File: config.mk
export PLATFORM = sky130hd
export DESIGN_NAME = freq_meter
export DESIGN_NICKNAME = d
export VERILOG_FILES = /design/src/rtl/freq_meter_pkg.sv /design/src/rtl/freq_meter_sync_rise_detect.sv /design/src/rtl/freq_meter.sv
export SDC_FILE = /design/constraint.sdc
export NUM_CORES = 1
export LEC_CHECK = 0
export ABC_AREA = 1
export BUFFER_PORTS_ARGS = -buffer_cell sky130_fd_sc_hd__buf_4
export CAP_MARGIN = 10
export CORE_AREA = 5 5 103 105
export DETAILED_ROUTE_END_ITERATION = 10
export DIE_AREA = 0 0 108 110
export PLACE_DENSITY_LB_ADDON = 0.25
export SETUP_SLACK_MARGIN = 0.2
export SLEW_MARGIN = 40
export SYNTH_ARGS = -nofsm -noshare
export SYNTH_HDL_FRONTEND = slang
export SYNTH_SLANG_ARGS = --single-unit
File: constraint.sdc
create_clock -name clk_in -period 2.93 [get_ports clk_in]
set_input_delay 0.586 -clock clk_in [delete_from_list [all_inputs] [get_ports clk_in]]
set_output_delay 0.586 -clock clk_in [all_outputs]
set_load 0.03 [all_outputs]
File: src/rtl/freq_meter_pkg.sv
// Shared types and default constants for the frequency meter.
package freq_meter_pkg;
  typedef enum logic {IDLE = 1'b0, GATE = 1'b1} state_e;

  localparam int GATE_CYCLES_DEF = 40000000;
  localparam int CNT_W_DEF       = 26;
  localparam int SYNC_STAGES_DEF = 2;
  localparam int PERIOD_W        = 32;
endpackage

File: src/rtl/freq_meter_sync_rise_detect.sv
// Synchronizer chain plus previous-sample flop; emits a one-cycle pulse per rising edge
// of an asynchronous input. Pulses shorter than one clock period may be missed.
module sync_rise_detect #(
  parameter int STAGES = 2
) (
  input  logic clk_i,
  input  logic rst_i,
  input  logic async_i,
  output logic rise_o
);
  logic [STAGES-1:0] sync_q;
  logic              prev_q;

  always_ff @(posedge clk_i or posedge rst_i) begin
    if (rst_i) begin
      sync_q <= '0;
      prev_q <= 1'b0;
    end else begin
      sync_q <= {sync_q[STAGES-2:0], async_i};
      prev_q <= sync_q[STAGES-1];
    end
  end

  assign rise_o = sync_q[STAGES-1] & ~prev_q;
endmodule

File: src/rtl/freq_meter.sv
// Gated rising-edge counter with valid/ack result register.
// Optional FREQ_METER_PERIOD_EN adds the interval between the last two rises in the gate.
module freq_meter import freq_meter_pkg::*; #(
  parameter int GATE_CYCLES = GATE_CYCLES_DEF,
  parameter int CNT_W       = CNT_W_DEF,
  parameter int SYNC_STAGES = SYNC_STAGES_DEF
) (
  input  logic             clk_in,
  input  logic             rst,
  input  logic             sig_in,
  input  logic             start,
  input  logic             continuous,
  input  logic             result_ack,
  output logic [CNT_W-1:0] edge_count,
  output logic             overflow,
  output logic             result_valid,
  output logic             overrun,
  output logic             busy
`ifdef FREQ_METER_PERIOD_EN
  ,output logic [PERIOD_W-1:0] period
`endif
);
  localparam int              GW        = (GATE_CYCLES > 2) ? $clog2(GATE_CYCLES) : 1;
  localparam logic [GW-1:0]   GATE_LAST = GW'(GATE_CYCLES - 1);
  localparam logic [CNT_W-1:0] CNT_MAX  = '1;

  logic rise;
  sync_rise_detect #(.STAGES(SYNC_STAGES)) u_sync (
    .clk_i(clk_in), .rst_i(rst), .async_i(sig_in), .rise_o(rise)
  );

  state_e           state_q;
  logic [GW-1:0]    gate_cnt_q;
  logic [CNT_W-1:0] edge_cnt_q, edge_cnt_d, edge_count_q;
  logic             ovf_q, ovf_d, overflow_q, valid_q, overrun_q, busy_q;
  logic             gate_end;

  assign gate_end = (state_q == GATE) && (gate_cnt_q == GATE_LAST);

  // Counter value including this cycle's rise, so the final cycle's edge is captured.
  always_comb begin
    edge_cnt_d = edge_cnt_q;
    ovf_d      = ovf_q;
    if (rise) begin
      if (edge_cnt_q == CNT_MAX) ovf_d = 1'b1;
      else                       edge_cnt_d = edge_cnt_q + 1'b1;
    end
  end

  always_ff @(posedge clk_in or posedge rst) begin
    if (rst) begin
      state_q      <= IDLE;
      gate_cnt_q   <= '0;
      edge_cnt_q   <= '0;
      ovf_q        <= 1'b0;
      edge_count_q <= '0;
      overflow_q   <= 1'b0;
      valid_q      <= 1'b0;
      overrun_q    <= 1'b0;
      busy_q       <= 1'b0;
    end else begin
      if (result_ack) valid_q <= 1'b0;
      case (state_q)
        IDLE: if (start) begin
          state_q    <= GATE;
          busy_q     <= 1'b1;
          gate_cnt_q <= '0;
          edge_cnt_q <= '0;
          ovf_q      <= 1'b0;
        end
        GATE: if (gate_end) begin
          edge_count_q <= edge_cnt_d;
          overflow_q   <= ovf_d;
          valid_q      <= 1'b1;   // capture beats a same-cycle ack
          if (valid_q && !result_ack) overrun_q <= 1'b1;
          gate_cnt_q   <= '0;
          edge_cnt_q   <= '0;
          ovf_q        <= 1'b0;
          if (!continuous) begin
            state_q <= IDLE;
            busy_q  <= 1'b0;
          end
        end else begin
          gate_cnt_q <= gate_cnt_q + 1'b1;
          edge_cnt_q <= edge_cnt_d;
          ovf_q      <= ovf_d;
        end
        default: state_q <= IDLE;
      endcase
    end
  end

  assign edge_count   = edge_count_q;
  assign overflow     = overflow_q;
  assign result_valid = valid_q;
  assign overrun      = overrun_q;
  assign busy         = busy_q;

`ifdef FREQ_METER_PERIOD_EN
  localparam logic [PERIOD_W-1:0] PRD_MAX = '1;
  logic [PERIOD_W-1:0] prd_cnt_q, prd_cnt_d, prd_last_q, prd_last_d, period_q;
  logic                seen_q, two_q, two_d;

  // prd_cnt_q holds cycles elapsed since the previous rise.
  always_comb begin
    prd_last_d = prd_last_q;
    two_d      = two_q;
    prd_cnt_d  = (prd_cnt_q == PRD_MAX) ? PRD_MAX : prd_cnt_q + 1'b1;
    if (rise) begin
      prd_cnt_d = 32'd1;
      if (seen_q) begin
        prd_last_d = prd_cnt_q;
        two_d      = 1'b1;
      end
    end
  end

  always_ff @(posedge clk_in or posedge rst) begin
    if (rst) begin
      prd_cnt_q  <= '0;
      prd_last_q <= '0;
      seen_q     <= 1'b0;
      two_q      <= 1'b0;
      period_q   <= '0;
    end else if ((state_q == IDLE && start) || gate_end) begin
      if (gate_end) period_q <= two_d ? prd_last_d : '0;
      prd_cnt_q  <= '0;
      prd_last_q <= '0;
      seen_q     <= 1'b0;
      two_q      <= 1'b0;
    end else if (state_q == GATE) begin
      prd_cnt_q  <= prd_cnt_d;
      prd_last_q <= prd_last_d;
      two_q      <= two_d;
      if (rise) seen_q <= 1'b1;
    end
  end

  assign period = period_q;
`endif
endmodule

==> results.json, run 1 <==
{
  "finalSetupViolCount": 0,
  "synthXorXnorAreaFrac": 0.0275,
  "r2r_start": "edge_cnt_q[0]",
  "power_density_mw_per_mm2": 548,
  "crit_fanout": 21,
  "first_global_vias": 4376,
  "synth_top_family_by_area": "simple AND/OR/NAND/NOR gates",
  "fin_util": 0.596,
  "grtUsageTotal": 0.235,
  "hold_viol_final": 0,
  "num_antenna_cells": 0,
  "drive_gt1_frac": 0.110,
  "viasPerCell": 5.19,
  "setup_tns_ns": 0,
  "relSlewSlack": 0.602,
  "r2r_cells": 11,
  "cts_root_buffer": "clkbuf_8",
  "syn_to_final_growth_pct": 11.6,
  "fmax_mhz": 460,
  "setup_slack_ns": 0.754,
  "synth_compound_area_frac": 0.0422,
  "grt-ovfl-total": 0,
  "cts_made_buffers": 9,
  "start_util": 0.534,
  "cp_data_arrival_time_ns": 2.46,
  "preCtsSetupSlack_ns": 0.805,
  "num_io_pins": 36,
  "final_net_count": 785,
  "cts.clk_slew.worst_paths_ns": 0.09,
  "start_kind": "flop",
  "die_area_sq_mm": 0.0119,
  "final_common_cell": "nand2_1",
  "cts_sinks": 87,
  "die_x_um": 108,
  "crit_type": "flop to flop",
  "gp_congestion": 0.963,
  "grt_setup_unrepaired": "false",
  "first_iter_violations": 369,
  "min_period_ns": 2.18,
  "crit_start": "edge_cnt_q[0]",
  "yosys_warnings": 0,
  "die-height_um": 110,
  "grt_max_degree": 88,
  "async_reset_ff_frac": 1.00,
  "synth_mux_area_frac": 0,
  "hold_path.class": "input port to async pin",
  "yosys.area_share.simple": 0.426,
  "syn_avg_cell_area_sq_um": 6.84,
  "core_area_sq_mm": 0.00955,
  "synth.cell_area_sq_mm": 0.00510,
  "grt_pass1_wl_mm": 21.9,
  "post-route-period-util": 0.743,
  "cts_setup_buffers": 0,
  "ys.flop_type": "dfrtp_1",
  "syn_inst": 746,
  "synth_seq_area_share": 0.427,
  "num_rows": 36,
  "antenna_found_initial": 0,
  "required_ns": 3.21,
  "synth_edf_count": 0,
  "leakage_nw": 2.94,
  "vias": 4750,
  "drc": 0,
  "synth_fa_ha_area_frac": 0.00491,
  "drt-wirelength-per-cell_um": 14.4,
  "ff2ff_setup_slack_ns": 0.75,
  "reg2reg_to": "edge_cnt_q[4]",
  "dp_hpwl_mm": 9.28,
  "slew_violations": 0,
  "detail-route-antenna-nets": 0,
  "skew_ns": 0.0121,
  "ir_drop_uv": 356,
  "synth.distinct_cells": 31,
  "tightestPinTransition_ns": 0.596,
  "mostFrequentLayoutCells": "nand2_1 (319), dfrtp_1 (87), nand3_1 (73)",
  "clockBufferDepth": 2,
  "cts_tree": "done",
  "port_buffers": 35,
  "cts_hold_buf": 0,
  "cap_viol_max_count": 0,
  "cp-end-kind": "flop",
  "htree_levels": 3,
  "wl_mm": 13.2,
  "firstDrtPassIters": 5,
  "status": "finished clean",
  "clock_latency_ns": 0.37,
  "synth-seq-cells": 87,
  "synthesis.nets": 754,
  "cts-resized-gates": 0
}
[kinds of logic after synthesis]
logic type | count (synthesis)
fa+ha+maj | 2
flops | 87
buf+inv | 91
xor+xnor | 16
simple gates | 512
compound gates | 38
[metal layers]
layer	part of all wire	track usage
met2	0.42	0.338
met4	0.0070	0.0541
met5	0	0
met1	0.50	0.365
met3	0.074	0.0483
[cell type report]
class                   instances  area, sq um
fillers                       930         3860
clock buffers                  13          149
inverters                      70          267
repair buffers                 41          333
multi-input cells             568         2560
clock inverters                 3         42.5
well taps                     133          166
flip-flops and latches         87         2180
[state kept, by name (all words and copies together), names as in the netlist]
signal         cells
u_sync.sync_q      2
busy               1
overflow           1
u_sync.prev_q      1
edge_cnt_q        26
overrun            1
gate_cnt_q        26
state_q            1
edge_count        26
result_valid       1
ovf_q              1
[critical path, cell delays in order (launching register included)]
cell and delay, ns:
dfrtp_1 0.43, ha_1 0.33, nand3_1 0.19, inv_2 0.14, nand2_2 0.10, nor2_4 0.15, nand2_2 0.27, nand2_1 0.14
nand2_1 0.05, o21ai_0 0.11, nand2_1 0.09, o21ai_0 0.09
[stage by stage]
stage | cell area, sq um | cells | power [mW] | hold slack [ns]
6_report | 5690 | 915 | 3.12 | 0.335
3_5_place_dp | 5500 | 899 | 2.28 | 0.336
2_1_floorplan | 5100 | 746 | 2.09 | 0.331
4_1_cts | 5690 | 915 | 3.14 | 0.317
3_3_place_gp | 5500 | 899 | 2.25 | 0.344
5_1_grt | 5690 | 915 | 3.32 | 0.315
[synth_stat cells (4+ instances only)]
master    number  share of area
nor2_4         4         0.0088
nor3_1        12          0.012
o22ai_1        6         0.0074
clkbuf_1       9         0.0066
o21ai_1        7         0.0069
a21oi_1        4         0.0039
nand4_1       19          0.023
nand2_1      319           0.23
nor2_1        65          0.048
o21ai_0       18          0.018
nand3_1       73          0.072
xnor2_1        4         0.0069
inv_2          7         0.0052
buf_2         10         0.0098
nand2_2       11          0.013
inv_1         62          0.046
xor2_1        12          0.021
dfrtp_1       87           0.43
[power by group]
| part | leakage, nW | internal, mW | total [mW] | switching [mW] |
|---|---|---|---|---|
| combinational | 1.74 | 0.249 | 0.673 | 0.423 |
| sequential | 1.11 | 1.37 | 1.60 | 0.232 |
| clock | 0.0936 | 0.418 | 0.846 | 0.428 |
| total | 2.94 | 2.03 | 3.12 | 1.08 |
[worst max-delay path by stage]
stage	depth (start not counted)	endpoint	slack (ns)
detailed placement	11	edge_cnt_q[4]	0.81
global placement	11	edge_count[2]	0.93
floorplan	13	edge_count[7]	1.20
CTS	11	edge_cnt_q[4]	0.77
global route	11	edge_count[4]	0.54
finish	11	edge_cnt_q[4]	0.75
Note: power is estimated with default switching activity, not from simulation.
==> run 2: changes to the inputs <==
==> constraint.sdc (replaced) <==
create_clock -name clk_in -period 1.85 [get_ports clk_in]
set_input_delay 0.37 -clock clk_in [delete_from_list [all_inputs] [get_ports clk_in]]
set_output_delay 0.37 -clock clk_in [all_outputs]
set_load 0.03 [all_outputs]
==> results.json, run 2 (synthesis gave the netlist of run 1 again) <==
{
  "status": "finished clean",
  "num_rows": 36,
  "first_iter_violations": 457,
  "cap_viol_max_count": 0,
  "cp_data_arrival_time_ns": 1.99,
  "cts_root_buffer": "clkbuf_8",
  "cp-end-kind": "flop",
  "cts_tree": "done",
  "preCtsSetupSlack_ns": -0.0446,
  "tightestPinTransition_ns": 0.479,
  "viasPerCell": 5.33,
  "ir_drop_uv": 433,
  "grtUsageTotal": 0.259,
  "final_common_cell": "nand2_1",
  "num_antenna_cells": 0,
  "critPathBufInv": 3,
  "die_area_sq_mm": 0.0119,
  "wl_mm": 15.1,
  "fmax_mhz": 579,
  "crit_type": "flop to flop",
  "cts_sinks": 87,
  "slew_violations": 0,
  "detail-route-antenna-nets": 0,
  "crit_cells": 12,
  "clock_latency_ns": 0.37,
  "htree_levels": 3,
  "start_util": 0.534,
  "final_net_count": 854,
  "drt-wirelength-per-cell_um": 15.4,
  "grt_pass1_wl_mm": 23.9,
  "antenna_found_initial": 0,
  "syn_to_final_growth_pct": 30.3,
  "holdPathStages": 1,
  "cts_made_buffers": 9,
  "grt_setup_unrepaired": "true",
  "slowest_delay_ns": 0.37,
  "leakage_nw": 3.41,
  "gp_congestion": 0.948,
  "cts.clk_slew.worst_paths_ns": 0.09,
  "min_period_ns": 1.73,
  "drive_gt1_frac": 0.271,
  "first_global_vias": 4732,
  "power_density_mw_per_mm2": 795,
  "mostFrequentLayoutCells": "nand2_1 (303), buf_4 (93), dfrtp_1 (79)",
  "grt-ovfl-total": 0,
  "vias": 5249,
  "core_area_sq_mm": 0.00955,
  "post-route-period-util": 0.934,
  "skew_ns": 0.00788,
  "clockBufferDepth": 2,
  "path_cells": "ha_2, nand2_2, nand3b_4, nor2_4, nand2_2, nor2_4, inv_2, nor2_4, buf_12, inv_12, nand2_2, nand2_1",
  "firstDrtPassIters": 8,
  "drc": 0,
  "die_x_um": 108,
  "setup_slack_ns": 0.122,
  "hold_path.class": "input port to flop",
  "relSlewSlack": 0.677,
  "hold_viol_final": 0,
  "crit_fanout": 15,
  "total_power_mw": 5.29,
  "cp_slowest_cell": "dfrtp_1",
  "crit_family": "simple AND/OR/NAND/NOR gates",
  "port_buffers": 35,
  "finalSetupViolCount": 0,
  "dp_hpwl_mm": 9.91,
  "r2r_cells": 12,
  "start_kind": "flop",
  "num_io_pins": 36,
  "required_ns": 2.11,
  "holdWs_ns": 0.105,
  "die-height_um": 110,
  "grt_max_degree": 88
}
[run 2: path summary, 6_finish.rpt]
kind	start	endpoint	slack, ns
worst max-delay path	gate_cnt_q[1]	edge_count[22]	0.12
worst min-delay path	sig_in	u_sync.sync_q[0]	0.11
worst max register to register	gate_cnt_q[1]	edge_count[22]	0.12
worst min register to register	u_sync.sync_q[0]	u_sync.sync_q[1]	0.37
max in group asynchronous	rst	edge_cnt_q[0]	1.36
min in group asynchronous	rst	gate_cnt_q[14]	0.13
[run 2: area by class of cell]
class | instances | area, sq um
inverter | 70 | 285
fill | 793 | 2900
timing repair inverter | 1 | 16.3
tap | 133 | 166
timing repair buffer | 109 | 972
sequential | 87 | 2190
clock inverter | 6 | 36.3
clock buffer | 10 | 138
multi-input combinational | 568 | 2850
[run 2: per-stage QoR]
stage          utilization  cells  cell area (sq um)  TNS, ns
2_1_floorplan            -    746               5120        0
3_3_place_gp         0.616    944               5890        0
3_5_place_dp         0.616    944               5890   -0.348
4_1_cts              0.664    975               6340        0
5_1_grt              0.696    984               6650        0
6_report             0.696    984               6650        0
[run 2: power by group]
group	switching, mW	internal [mW]
clock network	0.709	0.518
logic	0.914	0.648
registers	0.322	2.18
[run 2: what timing repair did]
action / 4_1_cts / 5_1_grt
pin swaps: 5 / 22
hold buffers: 0 / 0
buffers inserted: 12 / 8
gates resized for setup: 33 / 73
gates cloned: 3 / 1
setup endpoints to repair: 71 / 82
[run 2: metal layers]
metal	track usage	wire length (um)	up-vias
met2	0.384	6700	226
met1	0.381	6890	2435
li1	-	-	2555
met4	0.0730	319	0
met3	0.0588	1240	33
met5	0	0	-
